<file path="src/rtl/wb_stage.sv">
// -----------------------------------------------------------------------------
// wb_stage -- writeback stage of the 5-stage MIPS pipeline.
//
// Purpose: accepts retiring instructions from the memory stage over a
// valid/ready handshake, waits for load data on LW, and drives one registered,
// single-cycle register-file write per retiring instruction. Writes to $0 are
// always suppressed here.
//
// Optional feature (macro WB_RETIRE_CNT_EN):
//   defined   -> retire_cnt counts retired instructions (wraps at 2^CNT_W)
//   undefined -> retire_cnt tied to 0, no counter flops
//
// Ports:
//   clk          clock
//   reset        asynchronous assert, synchronous release, active-low
//   m_valid      memory stage offers an instruction
//   m_ready      writeback can accept (low only while waiting for load data)
//   m_instr      instruction being retired
//   m_alu        ALU result for m_instr
//   mem_rvalid   load data valid
//   mem_rdata    load data
//   write        register-file write enable, one cycle per write
//   wb_addr      destination register
//   rd_i         write data
//   err          sticky load-timeout flag
//   retire_cnt   retired-instruction count
// -----------------------------------------------------------------------------
package definitions;
    typedef logic [31:0] Instruction;
    typedef logic [31:0] Register;
    typedef enum logic {DISABLE = 1'b0, ENABLE = 1'b1} Signal;

    localparam logic [5:0] RTYPE = 6'b000000;
    localparam logic [5:0] LW    = 6'b100011;
    localparam logic [5:0] SW    = 6'b101011;
    localparam logic [5:0] BEQ   = 6'b000100;
    localparam logic [5:0] J     = 6'b000010;
endpackage

module wb_stage
    import definitions::*;
#(
    parameter int LOAD_TIMEOUT = 16,
    parameter int CNT_W        = 32
) (
    input  logic             clk,
    input  logic             reset,
    input  logic             m_valid,
    output logic             m_ready,
    input  Instruction       m_instr,
    input  Register          m_alu,
    input  logic             mem_rvalid,
    input  Register          mem_rdata,
    output Signal            write,
    output logic [4:0]       wb_addr,
    output Register          rd_i,
    output logic             err,
    output logic [CNT_W-1:0] retire_cnt
);

    typedef enum logic [1:0] {IDLE, COMMIT, WAIT_LOAD} state_t;

    // Counter only needs to reach LOAD_TIMEOUT-1; the timeout fires on the
    // cycle that would take it to LOAD_TIMEOUT.
    localparam int TW = (LOAD_TIMEOUT < 2) ? 1 : $clog2(LOAD_TIMEOUT + 1);
    localparam logic [TW-1:0] TO_LAST = TW'((LOAD_TIMEOUT == 0) ? 0 : LOAD_TIMEOUT - 1);

    state_t        r_state, w_state_nxt;
    Signal         r_write, w_write_nxt;
    logic [4:0]    r_addr, w_addr_nxt;
    logic [4:0]    r_ld_dest, w_ld_dest_nxt;
    Register       r_data, w_data_nxt;
    logic          r_err, w_err_nxt;
    logic [TW-1:0] r_tcnt, w_tcnt_nxt;
    logic          w_xfer;
    logic          w_drop;
    logic [5:0]    w_op;
    logic [4:0]    w_rt;
    logic [4:0]    w_rd;
    logic          w_unused;

    assign w_op     = m_instr[31:26];
    assign w_rt     = m_instr[20:16];
    assign w_rd     = m_instr[15:11];
    assign w_unused = &{1'b0, m_instr[25:21], m_instr[10:0]};

    assign m_ready = (r_state != WAIT_LOAD);
    assign w_xfer  = m_valid && m_ready;

    always_comb begin
        w_state_nxt   = r_state;
        w_write_nxt   = DISABLE;
        w_addr_nxt    = r_addr;
        w_ld_dest_nxt = r_ld_dest;
        w_data_nxt    = r_data;
        w_err_nxt     = r_err;
        w_tcnt_nxt    = r_tcnt;
        w_drop        = 1'b0;
        case (r_state)
            IDLE, COMMIT: begin
                if (w_xfer) begin
                    if (w_op == LW) begin
                        // The load destination is parked separately so that
                        // wb_addr keeps showing the previous write while waiting.
                        w_state_nxt   = WAIT_LOAD;
                        w_ld_dest_nxt = w_rt;
                        w_tcnt_nxt    = '0;
                    end else begin
                        w_state_nxt = COMMIT;
                        w_addr_nxt  = w_rd;
                        w_data_nxt  = m_alu;
                        w_write_nxt = (w_op == RTYPE && w_rd != 5'd0) ? ENABLE : DISABLE;
                    end
                end else begin
                    w_state_nxt = IDLE;
                end
            end
            WAIT_LOAD: begin
                // Data takes priority over a timeout landing in the same cycle.
                if (mem_rvalid) begin
                    w_state_nxt = COMMIT;
                    w_addr_nxt  = r_ld_dest;
                    w_data_nxt  = mem_rdata;
                    w_write_nxt = (r_ld_dest != 5'd0) ? ENABLE : DISABLE;
                end else if (LOAD_TIMEOUT != 0 && r_tcnt == TO_LAST) begin
                    w_state_nxt = IDLE;
                    w_err_nxt   = 1'b1;
                    w_drop      = 1'b1;
                end else if (LOAD_TIMEOUT != 0) begin
                    w_tcnt_nxt = r_tcnt + TW'(1);
                end
            end
            default: w_state_nxt = IDLE;
        endcase
    end

    always_ff @(posedge clk or negedge reset) begin
        if (!reset) begin
            r_state   <= IDLE;
            r_write   <= DISABLE;
            r_addr    <= '0;
            r_ld_dest <= '0;
            r_data    <= '0;
            r_err     <= 1'b0;
            r_tcnt    <= '0;
        end else begin
            r_state   <= w_state_nxt;
            r_write   <= w_write_nxt;
            r_addr    <= w_addr_nxt;
            r_ld_dest <= w_ld_dest_nxt;
            r_data    <= w_data_nxt;
            r_err     <= w_err_nxt;
            r_tcnt    <= w_tcnt_nxt;
        end
    end

    assign write   = r_write;
    assign wb_addr = r_addr;
    assign rd_i    = r_data;
    assign err     = r_err;

`ifdef WB_RETIRE_CNT_EN
    logic [CNT_W-1:0] r_cnt;

    // Every COMMIT cycle is one retirement; dropped loads also retire.
    always_ff @(posedge clk or negedge reset) begin
        if (!reset) begin
            r_cnt <= '0;
        end else if (r_state == COMMIT || w_drop) begin
            r_cnt <= r_cnt + CNT_W'(1);
        end
    end

    assign retire_cnt = r_cnt;
`else
    logic w_unused_drop;
    assign w_unused_drop = w_drop;
    assign retire_cnt    = '0;
`endif

endmodule

</file>
<file path="config.mk">
export PLATFORM = sky130hd
export DESIGN_NAME = wb_stage
export DESIGN_NICKNAME = d
export VERILOG_FILES = /design/src/rtl/wb_stage.sv
export SDC_FILE = /design/constraint.sdc
export NUM_CORES = 1
export LEC_CHECK = 0
export CAP_MARGIN = 10
export CORE_UTILIZATION = 40
export CTS_CLUSTER_DIAMETER = 50
export CTS_CLUSTER_SIZE = 20
export DETAILED_ROUTE_END_ITERATION = 8
export PLACE_DENSITY = 0.79
export SLEW_MARGIN = 20
export SYNTH_ARGS = -nofsm -noshare
export SYNTH_HDL_FRONTEND = slang
export SYNTH_SLANG_ARGS = --single-unit
export TNS_END_PERCENT = 50
</file>
<file path="constraint.sdc">
create_clock -name clk -period 2.5 [get_ports clk]
set_input_delay 0.5 -clock clk [delete_from_list [all_inputs] [get_ports clk]]
set_output_delay 0.5 -clock clk [all_outputs]
set_load 0.01 [all_outputs]
</file>
==> flow_summary.ini <==
[cts]
h-tree-depth = 2
clock_path_buffers = 2
clkTransAtPathRegs_ps = 100
cts_resized = 0
ctsHoldBuffers = 0
cts_made_buffers = 5
root_buffer = clkbuf_8
post_cts_buffers = 0
clock_latency_ps = 300
clock_sinks = 51
cts_tree = done

[sta]
layout_min_cycle_time_ps = 2350
fmax_mhz = 425
tightest_slew_ps = 711
skew_ps = 12.3
slew_violations = 0
relSlewSlack = 0.526
grt_setup_unrepaired = false
setup_violations = 0
hold_viol = 0
fin_tns_setup_ps = 0
period_share = 0.941

[setup_path]
start_kind = register
crit_path_end_kind = register
cp_max_fo = 5
criticalPathCategory = register to register
required_ps = 2710
arrival_ps = 2560

[yosys]
syn_area_per_cell_um2 = 8.82
synth.distinct_cells = 35
synth_ff_type = dfrtp_1
synth-edff-count = 0
syn_area_um2 = 3560
synthArstFlopShare = 1.00
syn_inst = 404
synth.ff_latch_count = 51
ys_warn_count = 0
ys_seq_area_frac = 0.358

[floorplanning]
die_area_um2 = 9290
start_util = 0.411
io_pins = 172
die_h_um = 96.4
num_rows = 34
core_area_um2 = 8680
die_x_um = 96.4

[grt]
grt_pass1_vias = 3509
grt_start_max_net_pins = 52
grt.overflow.total = 0
antenna_found_initial = 0
grt_pass1_wl_um = 17300
grtUsageTotal = 0.236

[job]
max_cap_violations = 0

[worst_hold_path]
hold_path_class = primary input to async pin

[detailed_routing]
ant_nets = 0
viasPerCell = 5.99
post_drt_wl_per_cell_um = 17.7
drcViolationCount = 0
firstDrtPassIters = 4
vias = 3676
first_iter_violations = 332
wl_um = 10900

[placement]
hpwl_um = 7240
globalplace.congestion = 0.845
port_buffers = 123

[power_and_ir_drop]
p_leak_uw = 0.00196
powerDensity_nw_per_um2 = 427
peakVddDrop_v = 0.000202

[run_status]
outcome = finished, final reports clean

[final_layout]
layout.nets = 607
fill_cells = 803
area_delta_synth_final_pct = 37.8
final_layout_size_suffix_gt1_frac = 0.0771
post-route-util = 0.566
antennaDiodeCount = 0
==> critical path, cell delays in order, from the launching register on <==
cell and delay [ps]:
dfrtp_1 430, ha_1 240, and3_1 190, ha_1 220, or4b_4 560, or3_1 390
a221oi_2 220
==> cell families after synthesis <==
| group | count (synthesis) | synth area share |
|---|---|---|
| adders and majority gates | 2 | 0.00702 |
| DFF | 51 | 0.358 |
| buffers and inverters | 80 | 0.121 |
| other | 1 | 0.00105 |
| AOI/OAI and AO/OA | 86 | 0.181 |
| and+or+nand+nor | 179 | 0.316 |
| muxes | 5 | 0.0158 |
==> cell usage in the layout (no fill, tap or decap), drive strengths merged, types with 3 or more instances in the layout <==
master	instances
dfrtp	51
nand3	4
a211oi	74
clkbuf	6
nand2	3
buf	18
and3	3
clkdlybuf4s50	122
inv	3
nor4	74
nand2b	3
nor2	42
mux2	5
and3b	38
or4	3
conb	32
o21ai	3
==> final cells by class <==
type	count	area, um2	area share
Clock buffer	6	72.6	0.0148
Clock inverter	2	12.5	0.00255
Multi-Input combinational cell	304	1990	0.404
Timing Repair Buffer	140	1420	0.288
Inverter	3	11.3	0.00229
Tap cell	108	135	0.0275
Sequential cell	51	1280	0.260
==> sequential cells by signal, summed over array words and instances (netlist names) <==
register and cells:
err 1, wb_addr 5, rd_i 32, r_ld_dest 5, write 1, r_state 2, r_tcnt 5
==> metal layers <==
layer / vias up / GRT usage / share of wire
li1: 1706 / - / -
met1: 1764 / 0.320 / 0.43
met2: 190 / 0.387 / 0.48
met3: 16 / 0.0391 / 0.080
met4: 0 / 0.0748 / 0.015
met5: - / 0 / 0
==> power breakdown <==
group / total, uW / switching (uW) / internal, uW
sequential: 1000 / 92.6 / 908
clock: 478 / 281 / 197
combinational: 616 / 278 / 338
total: 2090 / 652 / 1440
==> worst paths after layout <==
path / start / endpoint / slack (ps) / cells after the start
setup / recovery: r_tcnt[0] / r_tcnt[3] / 150 / 6
hold / removal: reset / rd_i[21] / 170 / 2
setup reg to reg: r_tcnt[0] / r_tcnt[3] / 150 / 6
hold reg to reg: err / err / 470 / 1
max in group asynchronous: reset / r_ld_dest[4] / 2080 / 2
min in group clk: err / err / 470 / 1
==> Yosys cell counts (4+ instances only) <==
master | instances | area share
a211oi_1 | 74 | 0.16
and3b_1 | 38 | 0.093
buf_2 | 8 | 0.011
buf_4 | 32 | 0.067
clkbuf_1 | 34 | 0.036
dfrtp_1 | 51 | 0.36
mux2_2 | 5 | 0.016
nand3_1 | 4 | 0.0056
nor2_1 | 42 | 0.044
nor4_1 | 74 | 0.13
==> stage by stage <==
step	std cells	setup WS (ps)	total power, uW	hold slack, ps	instance area [um2]
after global routing	614	65.5	2200	189	4910
after global placement	606	177	1610	454	4820
after CTS	614	145	2110	186	4910
after detailed placement	606	45.6	1630	456	4820
after floorplan	435	335	1290	204	3680
final	614	149	2090	174	4910
(Power assumes the default switching activity.)
